[src/rtl/stream_rr_arbiter_pkg.sv]
// stream_rr_arbiter_pkg: shared stream-utility types
package stream_rr_arbiter_pkg;
  typedef enum logic {IDLE, LOCKED} arb_state_e;
endpackage

[src/rtl/skid_buffer.sv]
// skid_buffer: two-entry registered stream stage, full throughput with registered in_ready
module skid_buffer #(
  parameter int WIDTH = 8
) (
  input  logic             clk,
  input  logic             reset,
  input  logic [WIDTH-1:0] in_data,
  input  logic             in_valid,
  output logic             in_ready,
  output logic [WIDTH-1:0] out_data,
  output logic             out_valid,
  input  logic             out_ready
);
  logic             skid_full;
  logic [WIDTH-1:0] skid_data;
  assign in_ready = ~skid_full;
  always_ff @(posedge clk) begin
    if (reset) begin
      out_valid <= 1'b0;
      skid_full <= 1'b0;
    end else if (!out_valid || out_ready) begin
      if (skid_full) begin
        out_data  <= skid_data;
        out_valid <= 1'b1;
        skid_full <= 1'b0;
      end else begin
        out_valid <= in_valid;
        if (in_valid) out_data <= in_data;
      end
    end else if (in_valid && in_ready) begin
      skid_data <= in_data;
      skid_full <= 1'b1;
    end
  end
endmodule

[src/rtl/stream_rr_arbiter.sv]
// stream_rr_arbiter: packet-locked round-robin merge of NUM_INPUTS streams into one skid-buffered output
module stream_rr_arbiter
  import stream_rr_arbiter_pkg::*;
#(
  parameter int DATA_WIDTH = 8,
  parameter int NUM_INPUTS = 4
) (
  input  logic                             clk,
  input  logic                             reset,
  input  logic [NUM_INPUTS*DATA_WIDTH-1:0] in_data,
  input  logic [NUM_INPUTS-1:0]            in_valid,
  input  logic [NUM_INPUTS-1:0]            in_last,
  output logic [NUM_INPUTS-1:0]            in_ready,
  output logic [DATA_WIDTH-1:0]            out_data,
  output logic                             out_last,
  output logic [$clog2(NUM_INPUTS)-1:0]    out_src,
  output logic                             out_valid,
  input  logic                             out_ready
);
  localparam int SW = $clog2(NUM_INPUTS);
  localparam int BW = DATA_WIDTH + 1 + SW;
  arb_state_e              state, state_d;
  logic [SW-1:0]           grant, grant_d, last_grant, last_grant_d, start, pick;
  logic [2*NUM_INPUTS-1:0] rot;
  logic [SW:0]             off, sum;
  logic                    locked, accept, sb_in_ready, sb_out_valid;
  logic [BW-1:0]           sb_out;
  // rotate so bit 0 is the requester just after the last grant, then take the lowest set bit
  always_comb begin
    start = (last_grant == SW'(NUM_INPUTS - 1)) ? '0 : last_grant + 1'b1;
    rot   = {in_valid, in_valid} >> start;
    off   = '0;
    for (int i = NUM_INPUTS - 1; i >= 0; i--) if (rot[i]) off = (SW+1)'(i);
    sum  = {1'b0, start} + off;
    pick = (sum >= (SW+1)'(NUM_INPUTS)) ? SW'(sum - (SW+1)'(NUM_INPUTS)) : sum[SW-1:0];
  end
  assign locked = (state == LOCKED) && !reset;
  assign accept = locked && in_valid[grant] && sb_in_ready;
  assign in_ready = (locked && sb_in_ready) ? NUM_INPUTS'(1) << grant : '0;
  always_comb begin
    state_d      = state;
    grant_d      = grant;
    last_grant_d = last_grant;
    if (state == IDLE) begin
      if (|in_valid) begin
        state_d = LOCKED;
        grant_d = pick;
      end
    end else if (accept && in_last[grant]) begin
      state_d      = IDLE;
      last_grant_d = grant;
    end
  end
  always_ff @(posedge clk) begin
    if (reset) begin
      state      <= IDLE;
      grant      <= '0;
      last_grant <= SW'(NUM_INPUTS - 1);
    end else begin
      state      <= state_d;
      grant      <= grant_d;
      last_grant <= last_grant_d;
    end
  end
  skid_buffer #(.WIDTH(BW)) u_skid (
    .clk      (clk),
    .reset    (reset),
    .in_data  ({grant, in_last[grant], in_data[grant*DATA_WIDTH +: DATA_WIDTH]}),
    .in_valid (locked && in_valid[grant]),
    .in_ready (sb_in_ready),
    .out_data (sb_out),
    .out_valid(sb_out_valid),
    .out_ready(out_ready)
  );
  assign out_valid = sb_out_valid && !reset;
  assign {out_src, out_last, out_data} = sb_out;
endmodule

[config.mk]
export PLATFORM = sky130hd
export DESIGN_NAME = stream_rr_arbiter
export DESIGN_NICKNAME = d
export VERILOG_FILES = /design/src/rtl/stream_rr_arbiter_pkg.sv /design/src/rtl/skid_buffer.sv /design/src/rtl/stream_rr_arbiter.sv
export SDC_FILE = /design/constraint.sdc
export NUM_CORES = 1
export LEC_CHECK = 0
export BUFFER_PORTS_ARGS = -buffer_cell sky130_fd_sc_hd__buf_2
export CORE_MARGIN = 2
export CORE_UTILIZATION = 43
export CTS_CLUSTER_SIZE = 30
export DETAILED_ROUTE_END_ITERATION = 10
export PLACE_DENSITY = 0.76
export SYNTH_ARGS = -nofsm -noshare
export SYNTH_HDL_FRONTEND = slang
export SYNTH_SLANG_ARGS = --single-unit
[constraint.sdc]
create_clock -name clk -period 2.79 [get_ports clk]
set_clock_uncertainty 0.1 [all_clocks]
set_input_delay 0.4185 -clock clk [delete_from_list [all_inputs] [get_ports clk]]
set_output_delay 0.4185 -clock clk [all_outputs]
set_load 0.01 [all_outputs]
==> results of run 1 <==
==> tightest hold or removal path: stages <==
cell      delay (ns)
buf_2           0.14
nand2_1         0.07
a311oi_1        0.07
==> power by group <==
| part | total (uW) | internal, uW | switching, uW | leakage, uW |
|---|---|---|---|---|
| clock | 223 | 90.8 | 132 | 0.0000300 |
| combinational | 189 | 99.7 | 89.6 | 0.000473 |
| sequential | 501 | 492 | 9.15 | 0.000258 |
| total | 913 | 682 | 231 | 0.000761 |
==> cell type report <==
| type | count | area (um2) | share of cell area, % |
|---|---|---|---|
| Sequential cell | 29 | 800.8 | 42.11 |
| Clock inverter | 3 | 12.51 | 0.6579 |
| Clock buffer | 5 | 37.54 | 1.974 |
| Multi-Input combinational cell | 68 | 661.9 | 34.80 |
| Tap cell | 46 | 57.56 | 3.026 |
| Timing Repair Buffer | 62 | 320.3 | 16.84 |
| Inverter | 3 | 11.26 | 0.5921 |
==> layout by cell type, fill, tap and decap left out, types with 2 or more instances in the layout <==
cell	instances
a21oi_1	3
a41oi_1	2
buf_2	58
buf_4	4
clkbuf_4	5
clkinv_1	2
dfxtp_1	7
edfxtp_1	22
inv_1	3
mux2_2	11
mux4_1	5
mux4_2	5
nand2_1	6
nor2_1	6
nor3_1	4
nor3b_1	2
nor4_1	2
o21ai_0	5
o22ai_1	2
==> metal layers <==
metal | share of wire (%) | up-vias | wire [um] | track usage (%)
met5 | 0 | - | 0 | 0
li1 | - | 561 | - | -
met2 | 49 | 54 | 1583 | 28.03
met1 | 42 | 533 | 1336 | 20.40
met4 | 3.0 | 0 | 98 | 9.239
met3 | 6.1 | 15 | 196 | 3.571
==> sequential cells by signal, indices dropped and copies added (netlist names) <==
signal / flops
u_skid.out_valid: 1
u_skid.skid_data: 11
grant: 2
state: 1
u_skid.out_data: 11
u_skid.skid_full: 1
last_grant: 2
==> worst max-delay path by stage <==
stage               slack, ns                     startpoint                             to  cells past startpoint
floorplan                0.08                    in_valid[1]  u_skid.skid_data[0]$_DFFE_PP_                      3
global placement         0.63                    in_valid[1]   u_skid.out_data[3]$_DFFE_PP_                      5
detailed placement       0.56                    in_valid[1]   u_skid.out_data[1]$_DFFE_PP_                      5
CTS                      0.52  u_skid.skid_full$_SDFFE_PP0P_                    in_ready[2]                      3
global route             0.43  u_skid.skid_full$_SDFFE_PP0P_                    in_ready[2]                      3
finish                   0.55  u_skid.skid_full$_SDFFE_PP0P_                    in_ready[2]                      3
==> per-stage QoR <==
stage / cell area, um2 / utilization, % / hold slack (ns)
6_report: 1902 / 56.55 / 0.3206
5_1_grt: 1902 / 56.55 / 0.3271
4_1_cts: 1902 / 56.55 / 0.3062
3_5_place_dp: 1852 / 55.06 / 0.3767
3_3_place_gp: 1852 / 55.06 / 0.3670
2_1_floorplan: 1515 / - / 0.3029
==> cell families after synthesis <==
family,count (synthesis)
AO/OA/AOI/OAI,19
adder cells (fa/ha/maj),1
buffers and inverters,10
flip-flops,29
multiplexers,21
AND/OR/NAND/NOR,27
==> cells in the mapped netlist (2+ instances only) <==
master	instances	share of area, %
mux2_2	11	8.2
buf_2	2	0.66
o21ai_0	5	1.7
o22ai_1	2	0.83
nor4_1	2	0.83
mux4_1	5	8.7
a21oi_1	3	0.99
edfxtp_1	22	44
nand2_1	6	1.5
nor3b_1	2	0.99
nor3_1	4	1.3
inv_1	3	0.74
clkbuf_1	3	0.74
dfxtp_1	7	9.2
mux4_2	5	7.4
a41oi_1	2	1.2
nor2_1	6	1.5
==> impl_metrics.py, run 1 <==
metrics = {
    "run_status": {
        "status": "completed",
    },
    "final_layout": {
        "fillCellCount": 302,
        "area_delta_synth_final_pct": 25.52,
        "n_antenna_cell": 0,
        "final_cells": 216,
        "drive_gt1_share_pct": 51.76,
        "nets": 213,
    },
    "clocking": {
        "cts_hold_buf": 0,
        "cts_tree": "yes",
        "cts-buffers-inserted": 5,
        "cts_setup_buffers": 0,
        "cts_resized": 0,
        "clockBufferDepth": 2,
        "insertion_delay_ns": 0.32,
        "cts.sinks": 29,
        "path_clk_slew_ns": 0.08,
        "cts_root_buf": "clkbuf_4",
        "htreeDepth": 2,
    },
    "synth": {
        "syn_area_per_cell_um2": 14.16,
        "postSynthCellCount": 107,
        "synth_edf_count": 22,
        "ys.flop_type": "edfxtp_1",
        "ys_types": 34,
        "synth-simple-area-share_pct": 9.331,
        "yosys_warnings": 0,
        "synth_mux_area_share_pct": 24.28,
        "synth_nets": 151,
        "synthAdderAreaFrac_pct": 0.8258,
        "synth_async_sr_flop_share_pct": 0,
        "synth_compound_area_share_pct": 8.836,
        "synth-xor-area-share_pct": 0,
        "netlist_area_um2": 1515,
        "ys_seq_area_share_pct": 52.85,
        "synth_top_family_by_area": "multiplexers",
        "ys_ff_latch": 29,
    },
    "critical_path": {
        "crit_chain": "or3_1 -> nor3b_1 -> buf_2",
        "slowest_delay_ns": 0.53,
        "cp.buffers_inverters": 1,
        "worstSetupPathType": "flip-flop to primary output",
        "cp_slowest_cell": "or3_1",
        "rr_worst_depth": 3,
        "cp.required_ns": 2.27,
        "cp_max_fo": 15,
        "crit_path_end_kind": "primary output",
        "start_kind": "flip-flop",
        "reg2reg_slack_ns": 0.75,
        "reg2reg_from": "u_skid.skid_full$_SDFFE_PP0P_",
        "crit_family": "simple AND/OR/NAND/NOR gates",
        "crit_arrival_ns": 1.72,
        "rr_endpoint": "u_skid.out_data[4]$_DFFE_PP_",
    },
    "die": {
        "die_w_um": 63.36,
        "core_area_um2": 3363,
        "ioPinCount": 59,
        "start_util_pct": 45.05,
        "rows": 21,
        "die_area_um2": 4014,
        "die_h_um": 63.36,
    },
    "route": {
        "drt-pass1-iter-count": 4,
        "drcViolationCount": 0,
        "routed_wl_um": 3214,
        "wl_per_cell_um": 14.88,
        "via_per_inst": 5.384,
        "num_vias": 1163,
        "antenna_left": 0,
        "drtIter0Drc": 59,
    },
    "place": {
        "portBuffers": 58,
        "globalplace.congestion": 0.7817,
        "hpwl_um": 2507,
        "pre_cts_ws_ns": 0.5632,
        "dp.cells": 208,
    },
    "flow_run": {
        "drv_cap": 0,
    },
    "timing": {
        "hold_viol": 0,
        "rsz0062_at_grt": "false",
        "drv_slew": 0,
        "timing.fmax_ghz": 0.4463,
        "finalWorstPathRequiredPeriod_ns": 2.241,
        "fin_ws_ns": 0.5492,
        "relSlewSlack_pct": 58.82,
        "setup-tns-final_ns": 0,
        "finalSetupViolCount": 0,
        "worst_slew_pin_slew_ns": 0.6168,
        "timing.final.crit_share_pct": 80.32,
    },
    "global_route": {
        "grt_max_degree": 18,
        "grt_pass1_wl_um": 5223,
        "antenna_found_initial": 0,
        "track_usage_pct": 16.87,
        "grt_pass1_vias": 1168,
        "grt_overflow": 0,
    },
    "pwr": {
        "power_density_nw_per_um2": 480.2,
        "ir_worst_vdd_mv": 0.2789,
        "power_uw": 913.2,
        "leakagePower_uw": 0.0007612,
    },
    "min_path": {
        "hp-class": "primary input to flip-flop",
        "worstHoldPathCells": 3,
        "holdCritStartpoint": "in_valid[2]",
        "min_to": "grant[1]$_SDFFE_PP0P_",
    },
}
Power figures use the tool's default switching activity.
==> run 2: changes to the inputs <==
Settings changed: CORE_UTILIZATION 43 to 48, PLACE_DENSITY 0.76 to 0.8.
Clock period 2.79 ns to 2.2 ns, I/O delays scaled along.
==> impl_metrics.py, run 2 (synthesis results as in run 1) <==
metrics = {
    "clocking": {
        "cts-buffers-inserted": 5,
        "cts_root_buf": "clkbuf_4",
        "htreeDepth": 2,
        "insertion_delay_ns": 0.31,
        "cts_setup_buffers": 0,
        "cts_hold_buf": 0,
        "clockBufferDepth": 2,
        "cts.sinks": 29,
        "cts_tree": "yes",
        "cts_resized": 0,
        "path_clk_slew_ns": 0.09,
    },
    "die": {
        "rows": 20,
        "start_util_pct": 50.04,
        "die_area_um2": 3622,
        "die_w_um": 60.19,
        "ioPinCount": 59,
        "core_area_um2": 3028,
        "die_h_um": 60.19,
    },
    "final_layout": {
        "n_antenna_cell": 0,
        "area_delta_synth_final_pct": 25.76,
        "final_cell_mix": "58 x buf_2, 22 x edfxtp_1, 11 x mux2_2",
        "nets": 214,
        "fillCellCount": 246,
        "design_area_um2": 1906,
        "reg_top3": "u_skid.out_data (11), u_skid.skid_data (11)",
        "final_common_cell": "buf_2",
        "drive_gt1_share_pct": 51.46,
    },
    "critical_path": {
        "start_kind": "flip-flop",
        "cp.required_ns": 2.05,
        "worstSetupPathType": "flip-flop to flip-flop",
        "crit_arrival_ns": 1.89,
        "crit_path_end_kind": "flip-flop",
        "cp_max_fo": 11,
    },
    "place": {
        "globalplace.congestion": 0.7467,
        "hpwl_um": 2481,
        "dpl_cell_area_um2": 1857,
        "portBuffers": 58,
    },
    "route": {
        "wl_met2_um": 1609,
        "via_per_inst": 5.502,
        "routed_wl_um": 3218,
        "antenna_left": 0,
        "drtIter0Drc": 28,
        "num_vias": 1183,
        "wl_per_cell_um": 14.97,
        "wl_met3_um": 162,
        "drcViolationCount": 0,
        "routed.top_layer": "met4",
        "m1WireLength_um": 1352,
        "drt-pass1-iter-count": 6,
    },
    "global_route": {
        "grt_overflow": 0,
        "track_usage_pct": 19.39,
        "antenna_found_initial": 0,
        "grt_pass1_wl_um": 5030,
        "grt_max_degree": 18,
        "grt_pass1_vias": 1125,
    },
    "timing": {
        "hold_viol": 0,
        "drv_slew": 0,
        "setup-tns-final_ns": 0,
        "timing.fmax_ghz": 0.4895,
        "finalWorstPathRequiredPeriod_ns": 2.043,
        "timing.final.crit_share_pct": 92.85,
        "relSlewSlack_pct": 63.09,
        "worst_slew_pin_slew_ns": 0.5512,
        "rsz0062_at_grt": "false",
        "finalSetupViolCount": 0,
    },
    "pwr": {
        "power_density_nw_per_um2": 612.6,
        "ir_worst_vdd_mv": 0.2234,
        "leakagePower_uw": 0.0007632,
    },
    "min_path": {
        "hp-class": "primary input to flip-flop",
    },
    "flow_run": {
        "drv_cap": 0,
    },
    "run_status": {
        "status": "completed",
    },
}
[run 2: cell types whose count changed in the layout (fill, tap and decap cells not counted)]
cell | previous run | this run
clkinv_2 | 1 | 0
clkinv_1 | 2 | 0
clkbuf_1 | 0 | 3
buf_4 | 4 | 5
[run 2: critical path, cell delays in order (launching register included)]
cell and delay, ns:
dfxtp_1 0.33, mux4_2 0.39, a21oi_1 0.09, or2_2 0.30
nor2b_2 0.46
[run 2: cell type report]
| cell class | instances | area, um2 | area share, % |
|---|---|---|---|
| repair buffers | 63 | 327.8 | 17.20 |
| multi-input cells | 68 | 661.9 | 34.73 |
| clock buffers | 8 | 48.80 | 2.561 |
| inverters | 3 | 11.26 | 0.5909 |
| flip-flops and latches | 29 | 800.8 | 42.02 |
| well taps | 44 | 55.05 | 2.889 |
[run 2: power breakdown]
group	switching, uW	internal [uW]	total (uW)
clock network	163	127	290
registers	11.6	624	635
logic	115	127	242
total	290	878	1170
[run 2: metrics by stage]
step / hold WS, ns / setup WS, ns / utilization, % / std cells / power (uW)
global placement: 0.3675 / 0.1606 / 61.32 / 207 / 874.4
floorplan: 0.3029 / 0.1198 / - / 107 / 808.0
global route: 0.2308 / 0.04053 / 62.93 / 215 / 1234
detailed placement: 0.3607 / 0.06789 / 61.32 / 207 / 889.7
finish: 0.2332 / 0.1573 / 62.93 / 215 / 1167
CTS: 0.2166 / 0.1473 / 62.93 / 215 / 1179
[run 2: worst paths after layout]
path	start	to	slack, ns	depth (start not counted)
setup / recovery	grant[0]$_SDFFE_PP0P_	u_skid.out_data[6]$_DFFE_PP_	0.16	4
hold / removal	reset	u_skid.out_valid$_SDFFE_PP0P_	0.23	2
setup reg to reg	grant[0]$_SDFFE_PP0P_	u_skid.out_data[6]$_DFFE_PP_	0.16	4
hold reg to reg	last_grant[1]$_SDFFE_PP1P_	last_grant[1]$_SDFFE_PP1P_	0.38	2
[run 2: routing by layer]
layer / vias up / track usage, %
met3: 10 / 2.597
met5: - / 0
met1: 565 / 23.16
met2: 47 / 33.23
met4: 0 / 11.11
li1: 561 / -
